--- src/rtl/alu_sequencer_pkg.sv ---
// Shared types and constants for the ALU issue/capture sequencer.
// FuncOp codes, flag bit indices and the sequencer FSM state encoding.
package alu_sequencer_pkg;

   typedef enum logic [1:0] {
      IDLE    = 2'd0,
      EXEC_LO = 2'd1,
      EXEC_HI = 2'd2,
      HOLD    = 2'd3
   } seq_state_e;

   typedef enum logic [3:0] {
      OP_ADD  = 4'h0,
      OP_SUB  = 4'h1,
      OP_AND  = 4'h2,
      OP_OR   = 4'h3,
      OP_XOR  = 4'h4,
      OP_PASS = 4'h5
   } func_op_e;

   localparam int FLAG_C = 0;
   localparam int FLAG_Z = 1;
   localparam int FLAG_N = 2;
   localparam int FLAG_V = 3;

   // IFlags for the first pass: carry-in only when the request asks for it.
   function automatic logic [3:0] issue_iflags(input logic [3:0] flags, input logic use_carry);
      issue_iflags         = flags;
      issue_iflags[FLAG_C] = flags[FLAG_C] & use_carry;
   endfunction

endpackage

--- src/rtl/alu_seq_ctrl.sv ---
// Sequencer FSM and handshake control; the current state is exported on `state`.
// EXEC_HI is only reachable when ALU_SEQ_WIDE_EN is defined.
module alu_seq_ctrl
   import alu_sequencer_pkg::*;
(
   input  logic       clk,
   input  logic       rst_n,
   input  logic       req_valid,
   input  logic       req_wide,
   input  logic       rsp_ready,
   output logic       req_ready,
   output logic       rsp_valid,
   output logic       accept,
   output logic       lo_pass,
   output logic       hi_pass,
   output logic       finish,
   output seq_state_e state
);

   // Handshakes: a transfer happens on a rising edge where valid and ready are both 1;
   // ready depends only on state, and valid/payload are held until that transfer.
   seq_state_e state_q, state_d;

   always_ff @(posedge clk) begin
      if (!rst_n) begin
         state_q <= IDLE;
      end else begin
         state_q <= state_d;
      end
   end

   always_comb begin
      state_d   = state_q;
      accept    = 1'b0;
      lo_pass   = 1'b0;
      hi_pass   = 1'b0;
      finish    = 1'b0;
      req_ready = (state_q == IDLE);
      rsp_valid = (state_q == HOLD);
      case (state_q)
         IDLE: begin
            if (req_valid) begin
               accept  = 1'b1;
               state_d = EXEC_LO;
            end
         end
         EXEC_LO: begin
            lo_pass = 1'b1;
`ifdef ALU_SEQ_WIDE_EN
            if (req_wide) begin
               state_d = EXEC_HI;
            end else begin
               state_d = HOLD;
               finish  = 1'b1;
            end
`else
            state_d = HOLD;
            finish  = 1'b1;
`endif
         end
         EXEC_HI: begin
`ifdef ALU_SEQ_WIDE_EN
            hi_pass = 1'b1;
            state_d = HOLD;
            finish  = 1'b1;
`else
            state_d = IDLE;
`endif
         end
         HOLD: begin
            if (rsp_ready) begin
               state_d = IDLE;
            end
         end
         default: state_d = IDLE;
      endcase
   end

   assign state = state_q;

`ifndef ALU_SEQ_WIDE_EN
   logic unused_wide;
   assign unused_wide = req_wide;
`endif

endmodule

--- src/rtl/alu_sequencer.sv ---
// Registered issue/capture front end for the combinational ALU, owning the flag register.
// Define ALU_SEQ_WIDE_EN to enable two-pass carry-chained double-width operations.
module alu_sequencer
   import alu_sequencer_pkg::*;
#(
   parameter int DataWidth = 16,
   parameter int FlagBits  = 4
) (
   input  logic                     Clock,
   input  logic                     Reset_n,
   input  logic                     ReqValid,
   output logic                     ReqReady,
   input  logic [3:0]               ReqOp,
   input  logic [2*DataWidth-1:0]   ReqA,
   input  logic [2*DataWidth-1:0]   ReqB,
   input  logic                     ReqUseCarry,
   input  logic                     ReqWide,
   output logic [DataWidth-1:0]     AluA,
   output logic [DataWidth-1:0]     AluB,
   output logic [3:0]               AluFuncOp,
   output logic [FlagBits-1:0]      AluIFlags,
   input  logic [DataWidth-1:0]     AluY,
   input  logic [FlagBits-1:0]      AluOFlags,
   output logic                     RspValid,
   input  logic                     RspReady,
   output logic [2*DataWidth-1:0]   RspY,
   output logic [FlagBits-1:0]      RspFlags,
   output logic [FlagBits-1:0]      Flags
);

   logic       accept, lo_pass, hi_pass, finish, op_wide;
   seq_state_e seq_state;

   logic [DataWidth-1:0]   alu_a_q, alu_a_d, alu_b_q, alu_b_d;
   logic [3:0]             alu_op_q, alu_op_d;
   logic [FlagBits-1:0]    alu_if_q, alu_if_d;
   logic [2*DataWidth-1:0] rsp_y_q, rsp_y_d;
   logic [FlagBits-1:0]    rsp_flags_q, rsp_flags_d;
   logic [FlagBits-1:0]    flags_q, flags_d;
`ifdef ALU_SEQ_WIDE_EN
   logic [DataWidth-1:0]   a_hi_q, a_hi_d, b_hi_q, b_hi_d;
   logic [FlagBits-1:0]    lo_flags_q, lo_flags_d;
   logic                   wide_q, wide_d;
   assign op_wide = wide_q;
`else
   assign op_wide = 1'b0;
`endif

   alu_seq_ctrl u_ctrl (
      .clk       (Clock),
      .rst_n     (Reset_n),
      .req_valid (ReqValid),
      .req_wide  (op_wide),
      .rsp_ready (RspReady),
      .req_ready (ReqReady),
      .rsp_valid (RspValid),
      .accept    (accept),
      .lo_pass   (lo_pass),
      .hi_pass   (hi_pass),
      .finish    (finish),
      .state     (seq_state)
   );

   always_comb begin
      alu_a_d     = alu_a_q;
      alu_b_d     = alu_b_q;
      alu_op_d    = alu_op_q;
      alu_if_d    = alu_if_q;
      rsp_y_d     = rsp_y_q;
      rsp_flags_d = rsp_flags_q;
      flags_d     = flags_q;
`ifdef ALU_SEQ_WIDE_EN
      a_hi_d      = a_hi_q;
      b_hi_d      = b_hi_q;
      lo_flags_d  = lo_flags_q;
      wide_d      = wide_q;
`endif
      if (accept) begin
         alu_a_d  = ReqA[DataWidth-1:0];
         alu_b_d  = ReqB[DataWidth-1:0];
         alu_op_d = ReqOp;
         alu_if_d = issue_iflags(flags_q, ReqUseCarry);
`ifdef ALU_SEQ_WIDE_EN
         a_hi_d   = ReqA[2*DataWidth-1:DataWidth];
         b_hi_d   = ReqB[2*DataWidth-1:DataWidth];
         wide_d   = ReqWide;
`endif
      end
      if (lo_pass) begin
         rsp_y_d = {{DataWidth{1'b0}}, AluY};
         if (!op_wide) begin
            rsp_flags_d = AluOFlags;
         end
`ifdef ALU_SEQ_WIDE_EN
         lo_flags_d = AluOFlags;
         if (wide_q) begin
            // High pass chains the low pass's carry straight into IFlags.
            alu_a_d  = a_hi_q;
            alu_b_d  = b_hi_q;
            alu_if_d = AluOFlags;
         end
`endif
      end
`ifdef ALU_SEQ_WIDE_EN
      if (hi_pass) begin
         rsp_y_d[2*DataWidth-1:DataWidth] = AluY;
         rsp_flags_d         = AluOFlags;
         rsp_flags_d[FLAG_Z] = AluOFlags[FLAG_Z] & lo_flags_q[FLAG_Z];
      end
`endif
      if (finish) begin
         flags_d = rsp_flags_d;
      end
   end

   always_ff @(posedge Clock) begin
      if (!Reset_n) begin
         alu_a_q     <= '0;
         alu_b_q     <= '0;
         alu_op_q    <= '0;
         alu_if_q    <= '0;
         rsp_y_q     <= '0;
         rsp_flags_q <= '0;
         flags_q     <= '0;
`ifdef ALU_SEQ_WIDE_EN
         a_hi_q      <= '0;
         b_hi_q      <= '0;
         lo_flags_q  <= '0;
         wide_q      <= 1'b0;
`endif
      end else begin
         alu_a_q     <= alu_a_d;
         alu_b_q     <= alu_b_d;
         alu_op_q    <= alu_op_d;
         alu_if_q    <= alu_if_d;
         rsp_y_q     <= rsp_y_d;
         rsp_flags_q <= rsp_flags_d;
         flags_q     <= flags_d;
`ifdef ALU_SEQ_WIDE_EN
         a_hi_q      <= a_hi_d;
         b_hi_q      <= b_hi_d;
         lo_flags_q  <= lo_flags_d;
         wide_q      <= wide_d;
`endif
      end
   end

   assign AluA      = alu_a_q;
   assign AluB      = alu_b_q;
   assign AluFuncOp = alu_op_q;
   assign AluIFlags = alu_if_q;
   assign RspY      = rsp_y_q;
   assign RspFlags  = rsp_flags_q;
   assign Flags     = flags_q;

   logic unused_ok;
`ifdef ALU_SEQ_WIDE_EN
   assign unused_ok = ^{seq_state};
`else
   assign unused_ok = ^{seq_state, hi_pass, ReqWide,
                        ReqA[2*DataWidth-1:DataWidth], ReqB[2*DataWidth-1:DataWidth]};
`endif

endmodule

--- config.mk ---
export PLATFORM = sky130hd
export DESIGN_NAME = alu_sequencer
export DESIGN_NICKNAME = d
export VERILOG_FILES = /design/src/rtl/alu_sequencer_pkg.sv /design/src/rtl/alu_seq_ctrl.sv /design/src/rtl/alu_sequencer.sv
export SDC_FILE = /design/constraint.sdc
export NUM_CORES = 1
export LEC_CHECK = 0
export CAP_MARGIN = 20
export CORE_MARGIN = 5
export CORE_UTILIZATION = 36
export DETAILED_ROUTE_END_ITERATION = 16
export GPL_ROUTABILITY_DRIVEN = 0
export PLACE_DENSITY = 0.85
export SYNTH_ARGS = -nofsm -noshare
export SYNTH_HDL_FRONTEND = slang
export SYNTH_HIERARCHICAL = 1
export SYNTH_SLANG_ARGS = --single-unit
--- constraint.sdc ---
create_clock -name Clock -period 1.7 [get_ports Clock]
set_clock_uncertainty 0.15 [all_clocks]
set_input_delay 0.34 -clock Clock [delete_from_list [all_inputs] [get_ports Clock]]
set_output_delay 0.34 -clock Clock [all_outputs]
set_load 0.01 [all_outputs]
==> results of run 1 <==
==> final cells by class <==
cell class | count | area (um2) | share of cell area [%]
well taps | 99 | 124 | 3.04
multi-input cells | 154 | 1150 | 28.2
flip-flops and latches | 66 | 1320 | 32.5
clock inverters | 2 | 35.0 | 0.861
repair buffers | 132 | 1280 | 31.4
clock buffers | 14 | 163 | 4.00
==> power breakdown <==
part	switching, mW	leakage, nW	internal [mW]	total (mW)
logic	0.316	1.22	0.427	0.743
clock network	0.556	0.101	0.758	1.31
registers	0.0590	0.542	1.66	1.72
total	0.931	1.86	2.85	3.78
==> registers in the layout (all words and copies together) (netlist names) <==
register      flops
AluA             16
AluB             16
AluFuncOp         4
AluIFlags         4
Flags             4
RspFlags          4
RspY             16
u_ctrl/state      2
==> worst register-to-register path, cell delays in order, from the launching register on <==
cell	delay (ns)
dfxtp_2	0.33
nor2_2	0.10
and2_2	0.20
buf_12	0.22
mux2i_1	0.24
nor2b_1	0.06
==> what timing repair did <==
action                     CTS  global route
gates resized for setup     65             3
cloned                       0             0
setup endpoints to repair   64             3
==> layer usage <==
| layer | vias to the layer above | global-route usage [%] |
|---|---|---|
| met2 | 86 | 22.7 |
| li1 | 993 | - |
| met3 | 10 | 7.90 |
| met4 | 0 | 3.62 |
| met1 | 888 | 15.1 |
| met5 | - | 0 |
==> worst max-delay path by stage <==
stage	slack, ns	startpoint	end
2_1_floorplan	0.28	u_ctrl/state[1]	Flags[0]
3_3_place_gp	-0.07	ReqValid	AluB[5]
3_5_place_dp	-0.11	ReqValid	AluB[14]
4_1_cts	0.0008	AluB[3]	AluB[3]
5_1_grt	0.01	u_ctrl/state[1]	RspValid
6_report	0.08	u_ctrl/state[1]	RspValid
==> flow_metrics.py, run 1 <==
metrics = {
    "clock_network": {
        "cts_setup_buffers": 0,
        "cts_num_sinks": 66,
        "clockBufferDepth": 2,
        "cts_buffers": 9,
        "cts_htree_levels": 3,
        "root_buffer": "clkbuf_8",
        "cts_tree": "built",
        "path_clk_slew_ns": 0.06,
        "clock_latency_ns": 0.33,
        "ctsHoldBuffers": 0,
    },
    "floorplan": {
        "rows": 31,
        "die_w_um": 96.3,
        "start_util_pct": 37.0,
        "die_area_um2": 9270,
        "die_y_um": 96.3,
        "core_area_um2": 7250,
        "ios": 176,
    },
    "global_route": {
        "grt_antenna_before_repair": 0,
        "grtUsageTotal_pct": 13.7,
        "grt_max_degree": 67,
        "grt_pass1_vias": 2035,
        "grt_pass1_wl_mm": 9.67,
        "grt-ovfl-total": 0,
    },
    "final_layout": {
        "final_cells": 467,
        "drive_above_1_share_pct": 7.88,
        "area_growth_pct": 51.8,
        "final_area_um2": 4070,
        "nFillCells": 696,
        "num_antenna_cells": 0,
        "utilization_pct": 56.1,
        "nNetsFinal": 457,
        "most-common-layout-cells": "64 x dfxtp_1, 64 x dlygate4sd2_1, 59 x mux2i_1, 59 x nor2b_1, 59 x clkdlybuf4s50_1",
    },
    "critical_path": {
        "critPathLaunchType": "flip-flop",
        "reg2reg_from": "u_ctrl/state[0]",
        "path_class": "flip-flop to output port",
        "critPathBufInv": 1,
        "timing.rr.end": "AluB[14]",
        "crit_required_ns": 1.21,
        "path_cells": "and2_2, dlygate4sd2_1",
        "worstPathArrival_ns": 1.13,
        "rr_worst_depth": 5,
        "cpPeakStageDelay_ns": 0.34,
        "cp.depth": 2,
        "cp_max_fo": 5,
        "cp-end-kind": "output port",
        "crit_family": "flip-flops",
        "ff2ff_setup_slack_ns": 0.29,
        "slowest_stage": "dfxtp_2",
    },
    "sta": {
        "fmax_mhz": 618,
        "grt_setup_unrepaired": "false",
        "setup_viol": 0,
        "fin_tns_setup_ns": 0,
        "finalHoldViolCount": 0,
        "fin_crit_sh_pct": 95.1,
        "hold_slack_ns": 0.339,
        "fin_ws_ns": 0.0830,
        "fin_crit_ns": 1.62,
        "final_max_slew_viol_count": 0,
    },
    "detailed_routing": {
        "wl_met1_mm": 2.46,
        "dr_wl_met2_mm": 3.06,
        "wl_met3_um": 775,
        "drc_errors": 0,
        "wire_per_inst_um": 13.7,
        "via_count": 1977,
        "antenna_left": 0,
        "highest_layer": "met4",
        "drtIter0Drc": 34,
        "post_drt_via_cell_ratio": 4.23,
        "wl_mm": 6.38,
        "drtPass1Iterations": 2,
    },
    "run": {
        "cap_violations": 0,
    },
    "worst_hold_path": {
        "hp-class": "flip-flop to flip-flop",
        "worstHoldPathCells": 2,
        "hold_end": "AluIFlags[0]",
        "min_from": "AluIFlags[0]",
    },
    "placement": {
        "place_hpwl_mm": 4.73,
        "dp_worst_setup_slack_ns": -0.108,
        "dp.cells": 451,
        "postPlaceCellArea_um2": 3950,
        "io_buffers": 126,
    },
    "power": {
        "p_leak_nw": 1.86,
        "ir_worst_vdd_mv": 0.468,
        "power_density_nw_per_um2": 929,
        "p_total_mw": 3.78,
    },
    "yosys": {
        "synth_area_um2": 2680,
        "syn_inst": 236,
        "yosysWarnings": 6,
        "syn_avg_cell_area_um2": 11.4,
    },
    "outcome": {
        "status": "finished, final reports clean",
    },
}
No activity file was read; power rests on OpenSTA's default activity.
==> run 2, diff against run 1 <==
CAP_MARGIN = 0   (was 20)
==> results of run 2 <==
Final layout, timing and power as in run 1 (identical DEF).
==> run 3, diff against run 2 <==
ABC_AREA = 1   (was not set)
ABC_CLOCK_PERIOD_IN_PS = 1700   (was not set)
CORE_UTILIZATION = 35   (was 36)
GPL_TIMING_DRIVEN = 0   (was not set)
PLACE_DENSITY = 0.86   (was 0.85)
==> run 3 against run 2 <==
  * Clock-buffer cell count shrank 1
  * Via count grew 27%
  * Sequential share of layout area increased by 0.13 points
  * Clock power is essentially flat
  * Die area decreased by 4.8%
  * Global-route usage grew 2.8 points
  * Sequential cell count unchanged
  * Largest cell class is now buffers
  * Register-to-register slack worse by 0.11 ns
  * Power up 1.8%
==> flow_metrics.py, run 3 <==
metrics = {
    "floorplan": {
        "rows": 30,
        "die_area_um2": 8820,
        "die_w_um": 93.9,
        "die_y_um": 93.9,
        "start_util_pct": 36.1,
        "ios": 176,
        "core_area_um2": 6830,
    },
    "yosys": {
        "syn_inst": 321,
        "yosysWarnings": 6,
        "synth_area_um2": 2470,
        "syn_avg_cell_area_um2": 7.68,
    },
    "critical_path": {
        "worstPathArrival_ns": 1.13,
        "cp_max_fo": 7,
        "crit_required_ns": 1.21,
        "cp-end-kind": "output port",
        "rr_worst_depth": 9,
        "path_class": "flip-flop to output port",
        "critPathLaunchType": "flip-flop",
    },
    "clock_network": {
        "cts_buffers": 9,
        "cts_tree": "built",
        "clockBufferDepth": 2,
        "ctsResizeCount": 65,
        "cts_num_sinks": 66,
        "cts_htree_levels": 3,
        "ctsHoldBuffers": 0,
        "path_clk_slew_ns": 0.07,
        "clock_latency_ns": 0.33,
        "root_buffer": "clkbuf_8",
        "cts_setup_buffers": 0,
    },
    "final_layout": {
        "num_antenna_cells": 0,
        "nNetsFinal": 567,
        "area_growth_pct": 64.4,
        "most-common-layout-cells": "121 x nor2_1, 64 x dfxtp_1, 62 x dlygate4sd2_1",
        "final_common_cell": "nor2_1",
        "multiInputGateArea_um2": 931,
        "nFillCells": 647,
        "final_area_um2": 4050,
        "ff_latch_area_um2": 1320,
        "drive_above_1_share_pct": 10.7,
    },
    "run": {
        "cap_violations": 0,
    },
    "global_route": {
        "grt_pass1_vias": 2454,
        "grt_pass1_wl_mm": 11.5,
        "grt_antenna_before_repair": 0,
        "grtUsageTotal_pct": 16.6,
        "grt-ovfl-total": 0,
        "grt_max_degree": 11,
    },
    "placement": {
        "io_buffers": 126,
        "place_hpwl_mm": 5.75,
        "dp_worst_setup_slack_ns": -0.488,
        "postPlaceCellArea_um2": 3900,
    },
    "sta": {
        "fin_ws_ns": 0.0777,
        "fmax_mhz": 616,
        "fin_tns_setup_ns": 0,
        "hold_slack_ns": 0.337,
        "final_max_slew_viol_count": 0,
        "fin_crit_sh_pct": 95.4,
        "fin_crit_ns": 1.62,
        "finalHoldViolCount": 0,
        "setup_viol": 0,
        "grt_setup_unrepaired": "false",
    },
    "outcome": {
        "status": "finished, final reports clean",
    },
    "detailed_routing": {
        "antenna_left": 0,
        "wl_mm": 7.34,
        "drtPass1Iterations": 4,
        "drtIter0Drc": 62,
        "drc_errors": 0,
        "wire_per_inst_um": 12.8,
        "via_count": 2516,
        "post_drt_via_cell_ratio": 4.39,
    },
    "worst_hold_path": {
        "hp-class": "flip-flop to flip-flop",
        "worstHoldPathCells": 2,
    },
    "power": {
        "ir_worst_vdd_mv": 0.452,
        "p_leak_nw": 2.10,
        "power_density_nw_per_um2": 949,
    },
}
## run 3: final cells by class
cell class / count / area share [%]
Sequential cell: 66 / 32.7
Timing Repair Buffer: 126 / 29.4
Multi-Input combinational cell: 221 / 23.0
Buffer: 36 / 5.74
Clock buffer: 13 / 4.17
Tap cell: 96 / 2.96
Inverter: 13 / 1.20
Clock inverter: 2 / 0.864
## run 3: routing by layer
metal,wire [um],vias up,track usage (%)
met5,0,-,0
met3,720,13,5.37
met1,2960,1116,17.6
met2,3510,105,29.5
met4,144,0,7.58
li1,-,1282,-
## run 3: worst max-delay path, cell delays in order (launching register included)
cell	delay [ns]
dfxtp_2	0.40
nand2_1	0.07
inv_1	0.05
dlygate4sd2_1	0.28
## run 3: path summary, 6_finish.rpt
path	startpoint	end	slack, ns
worst max-delay path	u_ctrl/state[1]	RspValid	0.08
worst min-delay path	AluB[4]	AluB[4]	0.34
worst max register to register	u_ctrl/state[0]	Flags[0]	0.18
worst min register to register	AluB[4]	AluB[4]	0.34
## run 3: power breakdown
part	internal, mW	switching (mW)
clock network	0.788	0.544
logic	0.386	0.373
registers	1.69	0.0694
## run 3: per-stage QoR
step | power, mW | util, % | cells
after floorplan | 2.15 | - | 336
after global placement | 2.62 | 57.1 | 558
after detailed placement | 2.65 | 57.1 | 558
after CTS | 3.90 | 59.1 | 573
after global routing | 4.06 | 59.3 | 573
final | 3.85 | 59.3 | 573
